$ cat config.mk
export PLATFORM = sky130hd
export DESIGN_NAME = calc_delta_multi_flat
export DESIGN_NICKNAME = d
export VERILOG_FILES = /design/src/rtl/calc_delta_multi_pkg.sv /design/src/rtl/calc_delta_multi_if.sv /design/src/rtl/angle_wrap_select.sv /design/src/rtl/calc_delta_multi.sv /design/src/flat_wrapper.sv
export SDC_FILE = /design/constraint.sdc
export NUM_CORES = 1
export LEC_CHECK = 0
export CORE_ASPECT_RATIO = 1.5
export CORE_MARGIN = 2
export CORE_UTILIZATION = 47
export CTS_CLUSTER_SIZE = 8
export DETAILED_ROUTE_END_ITERATION = 10
export PLACE_DENSITY = 0.68
export SLEW_MARGIN = 10
export SYNTH_ARGS = -nofsm -noshare
export SYNTH_HDL_FRONTEND = slang
export SYNTH_SLANG_ARGS = --single-unit
$ cat constraint.sdc
create_clock -name clock -period 4.85 [get_ports clock]
set_input_delay 0.97 -clock clock [delete_from_list [all_inputs] [get_ports clock]]
set_output_delay 0.97 -clock clock [all_outputs]
set_load 0.05 [all_outputs]
$ cat src/rtl/calc_delta_multi_pkg.sv
// Shared types for the multi-channel angle delta calculator: FSM state encoding and direction codes.
package calc_delta_pkg;

  typedef enum logic [2:0] {
    IDLE    = 3'd0,
    CAPTURE = 3'd1,
    SUB     = 3'd2,
    SEL     = 3'd3,
    REPORT  = 3'd4
  } state_t;

  localparam logic DIR_CW  = 1'b0;
  localparam logic DIR_CCW = 1'b1;

endpackage

$ cat src/rtl/calc_delta_multi_if.sv
// Command-side bundle of the delta calculator: start/mask/deadband/angles in, per-channel results out.
interface calc_delta_multi_if #(
  parameter int ANGLE_W = 12,
  parameter int NUM_CH  = 4
);
  logic                      enable_calc;
  logic [NUM_CH-1:0]         ch_enable;
  logic [ANGLE_W-1:0]        deadband;
  logic [NUM_CH*ANGLE_W-1:0] target_angle;
  logic [NUM_CH*ANGLE_W-1:0] current_angle;
  logic [NUM_CH-1:0]         dir_shortest;
  logic [NUM_CH*ANGLE_W-1:0] delta_angle;
  logic [NUM_CH-1:0]         in_deadband;
  logic                      busy;
  logic                      calc_updated;

  modport master (
    output enable_calc, ch_enable, deadband, target_angle, current_angle,
    input  dir_shortest, delta_angle, in_deadband, busy, calc_updated
  );

  modport slave (
    input  enable_calc, ch_enable, deadband, target_angle, current_angle,
    output dir_shortest, delta_angle, in_deadband, busy, calc_updated
  );
endinterface

$ cat src/rtl/angle_wrap_select.sv
// Picks the shorter way round the circle for a wrapped difference d = tgt - cur.
// Combinational, zero latency, no flow control; a half-turn tie resolves to CCW.
module angle_wrap_select
  import calc_delta_pkg::*;
#(
  parameter int ANGLE_W = 12
) (
  input  logic [ANGLE_W-1:0] d,
  output logic [ANGLE_W-1:0] delta,
  output logic               dir
);

  localparam logic [ANGLE_W-1:0] HALF = {1'b1, {(ANGLE_W-1){1'b0}}};

  always_comb begin
    delta = '0;
    dir   = DIR_CCW;
    if (d == '0) begin
      delta = '0;
      dir   = DIR_CCW;
    end else if (d < HALF) begin
      delta = d;
      dir   = DIR_CW;
    end else begin
      delta = '0 - d;
      dir   = DIR_CCW;
    end
  end

endmodule

$ cat src/rtl/calc_delta_multi.sv
// Time-multiplexed shortest-path delta for NUM_CH channels; results publish together 2+2*NUM_CH edges after start.
// No backpressure: start is only honoured in IDLE, requests while busy are dropped.
module calc_delta_multi
  import calc_delta_pkg::*;
#(
  parameter int ANGLE_W = 12,
  parameter int NUM_CH  = 4
) (
  input logic               clock,
  input logic               reset_n,
  calc_delta_multi_if.slave bus
);

  localparam int IDX_W = (NUM_CH > 1) ? $clog2(NUM_CH) : 1;
  localparam logic [IDX_W-1:0] LAST_IDX = IDX_W'(NUM_CH - 1);

  state_t                    state;
  logic [IDX_W-1:0]          ch_idx;
  logic [ANGLE_W-1:0]        tgt_q [NUM_CH];
  logic [ANGLE_W-1:0]        cur_q [NUM_CH];
  logic [ANGLE_W-1:0]        db_q;
  logic [NUM_CH-1:0]         en_q;
  logic [ANGLE_W-1:0]        d_q;
  logic [ANGLE_W-1:0]        sh_delta [NUM_CH];
  logic                      sh_dir [NUM_CH];
  logic [NUM_CH*ANGLE_W-1:0] delta_q;
  logic [NUM_CH-1:0]         dir_q;
  logic [NUM_CH-1:0]         inb_q;
  logic                      upd_q;
  logic [ANGLE_W-1:0]        sel_delta;
  logic                      sel_dir;

  // One selector serves every channel; d_q holds the channel currently in flight.
  angle_wrap_select #(.ANGLE_W(ANGLE_W)) u_sel (
    .d     (d_q),
    .delta (sel_delta),
    .dir   (sel_dir)
  );

  always_ff @(posedge clock or negedge reset_n) begin
    if (!reset_n) begin
      state   <= IDLE;
      ch_idx  <= '0;
      db_q    <= '0;
      en_q    <= '0;
      d_q     <= '0;
      delta_q <= '0;
      dir_q   <= '0;
      inb_q   <= '0;
      upd_q   <= 1'b0;
      for (int i = 0; i < NUM_CH; i++) begin
        tgt_q[i]    <= '0;
        cur_q[i]    <= '0;
        sh_delta[i] <= '0;
        sh_dir[i]   <= 1'b0;
      end
    end else begin
      upd_q <= 1'b0;
      case (state)
        IDLE: begin
          if (bus.enable_calc) state <= CAPTURE;
        end
        CAPTURE: begin
          for (int i = 0; i < NUM_CH; i++) begin
            tgt_q[i] <= bus.target_angle[i*ANGLE_W +: ANGLE_W];
            cur_q[i] <= bus.current_angle[i*ANGLE_W +: ANGLE_W];
          end
          db_q   <= bus.deadband;
          en_q   <= bus.ch_enable;
          ch_idx <= '0;
          state  <= SUB;
        end
        SUB: begin
          d_q   <= tgt_q[ch_idx] - cur_q[ch_idx];
          state <= SEL;
        end
        SEL: begin
          sh_delta[ch_idx] <= sel_delta;
          sh_dir[ch_idx]   <= sel_dir;
          if (ch_idx == LAST_IDX) begin
            state <= REPORT;
          end else begin
            ch_idx <= ch_idx + IDX_W'(1);
            state  <= SUB;
          end
        end
        REPORT: begin
          // Masked channels keep whatever the last run that covered them left behind.
          for (int i = 0; i < NUM_CH; i++) begin
            if (en_q[i]) begin
              delta_q[i*ANGLE_W +: ANGLE_W] <= sh_delta[i];
              dir_q[i]                      <= sh_dir[i];
              inb_q[i]                      <= (sh_delta[i] <= db_q);
            end
          end
          upd_q <= 1'b1;
          state <= IDLE;
        end
        default: state <= IDLE;
      endcase
    end
  end

  assign bus.delta_angle  = delta_q;
  assign bus.dir_shortest = dir_q;
  assign bus.in_deadband  = inb_q;
  assign bus.calc_updated = upd_q;
  assign bus.busy         = (state != IDLE);

endmodule

$ cat src/flat_wrapper.sv
// flat-port wrapper written by rule: the top's interface ports become plain ports
module calc_delta_multi_flat import calc_delta_pkg::*;
#(
  parameter int ANGLE_W = 12,
  parameter int NUM_CH  = 4
)
  (clock, reset_n, bus_enable_calc, bus_ch_enable, bus_deadband, bus_target_angle, bus_current_angle, bus_dir_shortest, bus_delta_angle, bus_in_deadband, bus_busy, bus_calc_updated);
  calc_delta_multi_if #(.ANGLE_W(ANGLE_W), .NUM_CH(NUM_CH)) bus_i ();
  input logic clock;
  input logic reset_n;
  input wire logic [$bits(bus_i.enable_calc)-1:0] bus_enable_calc;
  input wire logic [$bits(bus_i.ch_enable)-1:0] bus_ch_enable;
  input wire logic [$bits(bus_i.deadband)-1:0] bus_deadband;
  input wire logic [$bits(bus_i.target_angle)-1:0] bus_target_angle;
  input wire logic [$bits(bus_i.current_angle)-1:0] bus_current_angle;
  output wire logic [$bits(bus_i.dir_shortest)-1:0] bus_dir_shortest;
  output wire logic [$bits(bus_i.delta_angle)-1:0] bus_delta_angle;
  output wire logic [$bits(bus_i.in_deadband)-1:0] bus_in_deadband;
  output wire logic [$bits(bus_i.busy)-1:0] bus_busy;
  output wire logic [$bits(bus_i.calc_updated)-1:0] bus_calc_updated;
  assign bus_i.enable_calc = bus_enable_calc;
  assign bus_i.ch_enable = bus_ch_enable;
  assign bus_i.deadband = bus_deadband;
  assign bus_i.target_angle = bus_target_angle;
  assign bus_i.current_angle = bus_current_angle;
  assign bus_dir_shortest = bus_i.dir_shortest;
  assign bus_delta_angle = bus_i.delta_angle;
  assign bus_in_deadband = bus_i.in_deadband;
  assign bus_busy = bus_i.busy;
  assign bus_calc_updated = bus_i.calc_updated;
  calc_delta_multi #(.ANGLE_W(ANGLE_W), .NUM_CH(NUM_CH)) u_core (.clock(clock), .reset_n(reset_n), .bus(bus_i));
endmodule
* Yosys cells after proc, flatten, opt, wreduce, memory -nomap -nowiden
Index checks and enable logic that the tools add are counted.
** Storage, ports and cells
- Bits in registers :: 238
- Logic and storage cells :: 84
- Memory bits (read-only) :: 0
- Memories kept :: 0
- Memory bits (writable) :: 0
- Bits in latches :: 0
- Output and inout bits :: 58
** Operators by class
- Divide/modulo/power cells :: 0
- Magnitude comparators :: 7
- Shift-type cells :: 0
- $add $sub $neg :: 3
- Equal/unequal tests :: 7
- $mul :: 0
- Multiplexer cells :: 22
- Reduce and logical (&&, ||, !) cells :: 10
- Bitwise logic cells :: 1
** Operators with widths (count)
- $mux 12 :: 7
- $bmux 12 s2 :: 2
- $bwmux 48 :: 1
- $le 12x12->1 :: 4
- $demux 12 s2 :: 1
- $logic_not 12->1 :: 1
- $lt 12x12->1 const B :: 1
- $pmux 3 s4 :: 1
- $sub 1x12->12 const A :: 1
- $sub 12x12->12 :: 1
- $reduce_and 2->1 :: 5
- $eq 3x2->1 const B :: 2
- $mux 3 :: 2
- $bwmux 4 :: 1
- $mux 1 :: 4
- $ne 2x2->1 const B :: 2
- $pmux 2 s2 :: 1
- $eq 3x1->1 const B :: 1
- $eq 3x3->1 const B :: 1
- $ge 3x3->1 const B :: 1
- $logic_not 3->1 :: 1
- $lt 3x1->1 const B :: 1
- $not 2->3 :: 1
- $reduce_bool 3->1 :: 1
- other kinds (6) :: 6

* Longest topological paths before layout
- Depth in word-level cells :: 6
- Depth in mapped cells :: 11
- Mapped depth without buffers :: 9

* Cells and area by module
A second synthesis with hierarchy kept.
** Unflattened totals
- Cell total of the unflattened synthesis :: 836
- Area, all modules :: 11592.4 µm²
** By module, submodules not included
- calc_delta_multi :: area an instance 11324.6 µm², times used 1, cells each 799
- angle_wrap_select :: area an instance 267.8 µm², times used 1, cells each 37

* Worst setup path after synthesis
No wires, ideal clock.
- Path kind :: register to register
- Start point :: reg u_core.ch_idx[0]
- End point :: reg u_core.d_q[8]
- Required time :: 4.724 ns
- Cell stages (with the launch flop) :: 11
- Arrival time :: 2.802 ns
- Path slack :: 1.921 ns
- Cell sequence :: dfrtp_1 > buf_4 > buf_2 > mux4_2 > ha_1 > fa_1 > nand2b_1 > a21oi_1 > nor2_1 > o2111a_1 > a221o_1
** On the way
- Word-level cells in the longest chain between the ends :: 5
- Elaborated cells between the ends (all ways) :: 8
- Those cells by class :: 1 x add/sub; 6 x mux; 1 x bitwise
** Ends and longest elaborated chain
- from (decl) :: line calc_delta_multi.sv:18 : logic [IDX_W-1:0] ch_idx;
- from (signal assigned) :: line calc_delta_multi.sv:83 : ch_idx <= ch_idx + IDX_W'(1);
- $not 2->3 (not written as such) (*) :: line calc_delta_multi.sv:74 : d_q <= tgt_q[ch_idx] - cur_q[ch_idx];
- $bmux 12 s2 :: line calc_delta_multi.sv:74
- $mux 12 (not written as such) (2 in series) :: line calc_delta_multi.sv:74
- $sub 12x12->12 (*) :: line calc_delta_multi.sv:74
- to (signal assigned) :: line calc_delta_multi.sv:74
- to (decl) :: line calc_delta_multi.sv:23 : logic [ANGLE_W-1:0] d_q;
Every way passes the cells marked *; elsewhere a longest branch is shown, timed or not. The select of a mux whose other input is x is not followed.
A chain may end at the register's enable or synchronous reset.

* Final worst setup path
Ends and elaborated chain as after synthesis.

==> impl_metrics.csv <==
group,metric,value,unit
run_status,status,"complete, no violations",
cells_and_area,diodes,0,
routing,drc_errors,0,
synth,synth_area,11200,um2
worst_setup_path,crit_path_end_kind,"flop",
routing,wl_per_cell,18.9,um
synth,yosys_warnings,0,
cts,clk_root_buffer_cell,"clkbuf_16",
timing,layout_min_cycle_time,3.21,ns
worst_setup_path,reg2reg_slack,1.64,ns
cells_and_area,nFillCells,1952,
floorplan,dieArea,25100,um2
cts,cts.hold.buffers_added,0,
pwr,p_per_area,718,nW/um2
timing,setup_viol,0,
synth,synth.area.top_cells,"dfrtp_1 (53%), mux2_2 (15%), ha_1 (7.1%)",
worst_setup_path,crit_arrival,3.58,ns
cts,cts_setup_buffers,0,
job,cap_violations,0,
cts,cts_resized,0,
routing,antenna_left,0,
floorplan,start_util,47.6,%
timing,relSlewSlack,29.9,%
synth,synth_top_area_share,53.1,%
timing,finalCritPeriodShare,66.1,%
floorplan,fp.dieH,193,um
synth,synthTopCellsByCount,"dfrtp_1 (238), mux2_2 (153), nand2_1 (101), o21ai_0 (82), ha_1 (64)",
synth,netlist_instances,889,
cts,cts_tree,"done",
timing,fin_setup_tns,0,ns
timing,tightest_slew,1.05,ns
placed_design,port_buffers,172,
synth,synth.ff_latch_count,238,
worst_setup_path,r2r_start,"u_core.ch_idx[0]",
worst_setup_path,rr_worst_depth,8,
synth,synthArstFlopShare,100,%
synth,postSynthAreaPerCell,12.6,um2
timing,drv_slew,0,
global_routing,grt_pass1_vias,7967,
cells_and_area,fin_area,14100,um2
routing,dr_wl_met3,1110,um
cts,h-tree-depth,2,
floorplan,core_area,23600,um2
routing,met1_length,9970,um
timing,setup_slack,1.64,ns
worst_setup_path,r2r-end,"u_core.d_q[8]",
worst_setup_path,start_kind,"flop",
floorplan,io_pins,173,
timing,rsz0062_at_grt,"false",
routing,viasPerCell,5.40,
pwr,irDropWorstVdd,0.384,mV
cells_and_area,fin_util,60.0,%
placed_design,place_area,13200,um2
synth,synth_edf_count,0,
global_routing,gr-usage-all-layers,21.7,%
global_routing,grt_pass1_wl,41400,um
cts,cts_buffer_depth,3,
cts,cts_sinks,238,
floorplan,die_x,130,um
synth,syn-num-nets,1069,
synth,synth_flop_cell,"dfrtp_1",
global_routing,grt_max_degree,139,
cells_and_area,multi_input_area,4920,um2
worst_setup_path,critical_path_class,"flop to flop",
worst_setup_path,crit_fanout,27,
cells_and_area,instances_no_fill,1385,
placed_design,gp_congestion,0.825,
cts,clkTransAtPathRegs,0.05,ns
cts,cts-buffers-inserted,35,
synth,yosys.cell_types.count,47,
placed_design,dp_slack,1.59,ns
placed_design,placed_cells,1346,
global_routing,antenna_found_initial,0,
routing,met2_length,14000,um
routing,firstDrtPassIters,6,
routing,drt-initial-drc-count,301,
floorplan,rows,69,
worst_setup_path,crit_start,"u_core.ch_idx[0]",
timing,final-hold-violation-count,0,
cts,insertion_delay,0.50,ns
placed_design,dp_hpwl,19200,um
routing,top_layer_used,"met4",
routing,wl,26200,um
synth,synth.yosys.seq_area_share,53.1,%
worst_setup_path,required,5.22,ns
global_routing,gr-total-overflow,0,
cells_and_area,area_growth,26.1,%
pwr,p_leak,6.24,nW
cells_and_area,layout-drive-gt1-share,21.9,%
worst_setup_path,endpoint,"u_core.d_q[8]",
timing,clock_skew,0.0153,ns
min_path,hp-class,"flop to flop",
synth,yosysMostFrequentCell,"dfrtp_1",
cells_and_area,nets,1244,
timing,clock.fmax,312,MHz
routing,num_vias,7474,
synth,synth_top_cell_by_area,"dfrtp_1",
cells_and_area,regArea,5960,um2
worst max-delay path, stage by stage, from the launching register on:
cell      delay [ns]
dfrtp_2         0.88
mux4_2          0.60
ha_1            0.22
fa_1            0.40
nand2b_1        0.18
a21oi_1         0.18
nor2_1          0.11
o2111a_1        0.25
a221o_1         0.25
per-layer routing:
layer | track usage (%) | vias to the layer above
met5 | 0 | -
met4 | 10.3 | 0
met3 | 3.42 | 62
met2 | 40.2 | 200
met1 | 23.9 | 3683
li1 | - | 3529
layout make-up:
cell class / count / area share [%]
sequential: 238 / 42.1
multi-input combinational: 576 / 34.8
timing repair buffer: 178 / 12.6
clock buffer: 39 / 6.67
tap: 319 / 2.82
inverter: 35 / 0.929
through the flow:
stage | power, W | hold slack (ns)
floorplan | 0.00666 | 0.444
global placement | 0.00789 | 0.459
finish | 0.0101 | 0.480
CTS | 0.0102 | 0.486
detailed placement | 0.00805 | 0.475
global route | 0.0109 | 0.515
cell usage in the layout (no fill, tap or decap), drive strengths merged, types with 7 or more instances in the layout:
cell type / n
a21oi: 28
buf: 7
clkbuf: 39
clkdlybuf4s50: 171
dfrtp: 238
ha: 64
inv: 35
mux2: 153
mux4: 23
nand2: 101
nand4: 17
nor2: 13
nor2b: 10
o211ai: 7
o21ai: 83
o31ai: 8
xor2: 15
sequential cells by signal, summed over array words and instances (netlist names):
name,flops
u_core.sh_dir,4
u_core.d_q,12
u_core.db_q,12
u_core.tgt_q,48
u_core.bus.calc_updated,1
u_core.cur_q,48
u_core.en_q,4
u_core.sh_delta,48
u_core.bus.dir_shortest,4
u_core.bus.in_deadband,4
u_core.state,3
u_core.ch_idx,2
u_core.bus.delta_angle,48
cell families after synthesis:
group | synth area share, %
buffers and inverters | 3.01
DFF | 53.1
xor gates and xnor gates | 1.41
AOI/OAI and AO/OA | 8.15
and+or+nand+nor | 6.97
muxes | 20.0
adders and majority gates | 7.32
how the worst min path moves through the flow:
stage                startpoint               end  slack, ns  cells past startpoint
6_report       u_core.sh_dir[2]  u_core.sh_dir[2]       0.48                      2
5_1_grt          u_core.en_q[1]    u_core.en_q[1]       0.52                      1
4_1_cts        u_core.sh_dir[0]  u_core.sh_dir[0]       0.49                      2
3_5_place_dp   u_core.sh_dir[0]  u_core.sh_dir[0]       0.48                      2
3_3_place_gp   u_core.sh_dir[2]  u_core.sh_dir[2]       0.46                      2
2_1_floorplan  u_core.sh_dir[0]  u_core.sh_dir[0]       0.44                      2
power by group:
part / switching, W / internal (W)
clock network: 0.000799 / 0.00135
logic: 0.00246 / 0.00206
registers: 0.000670 / 0.00282
Note: power is estimated with default switching activity, not from simulation.
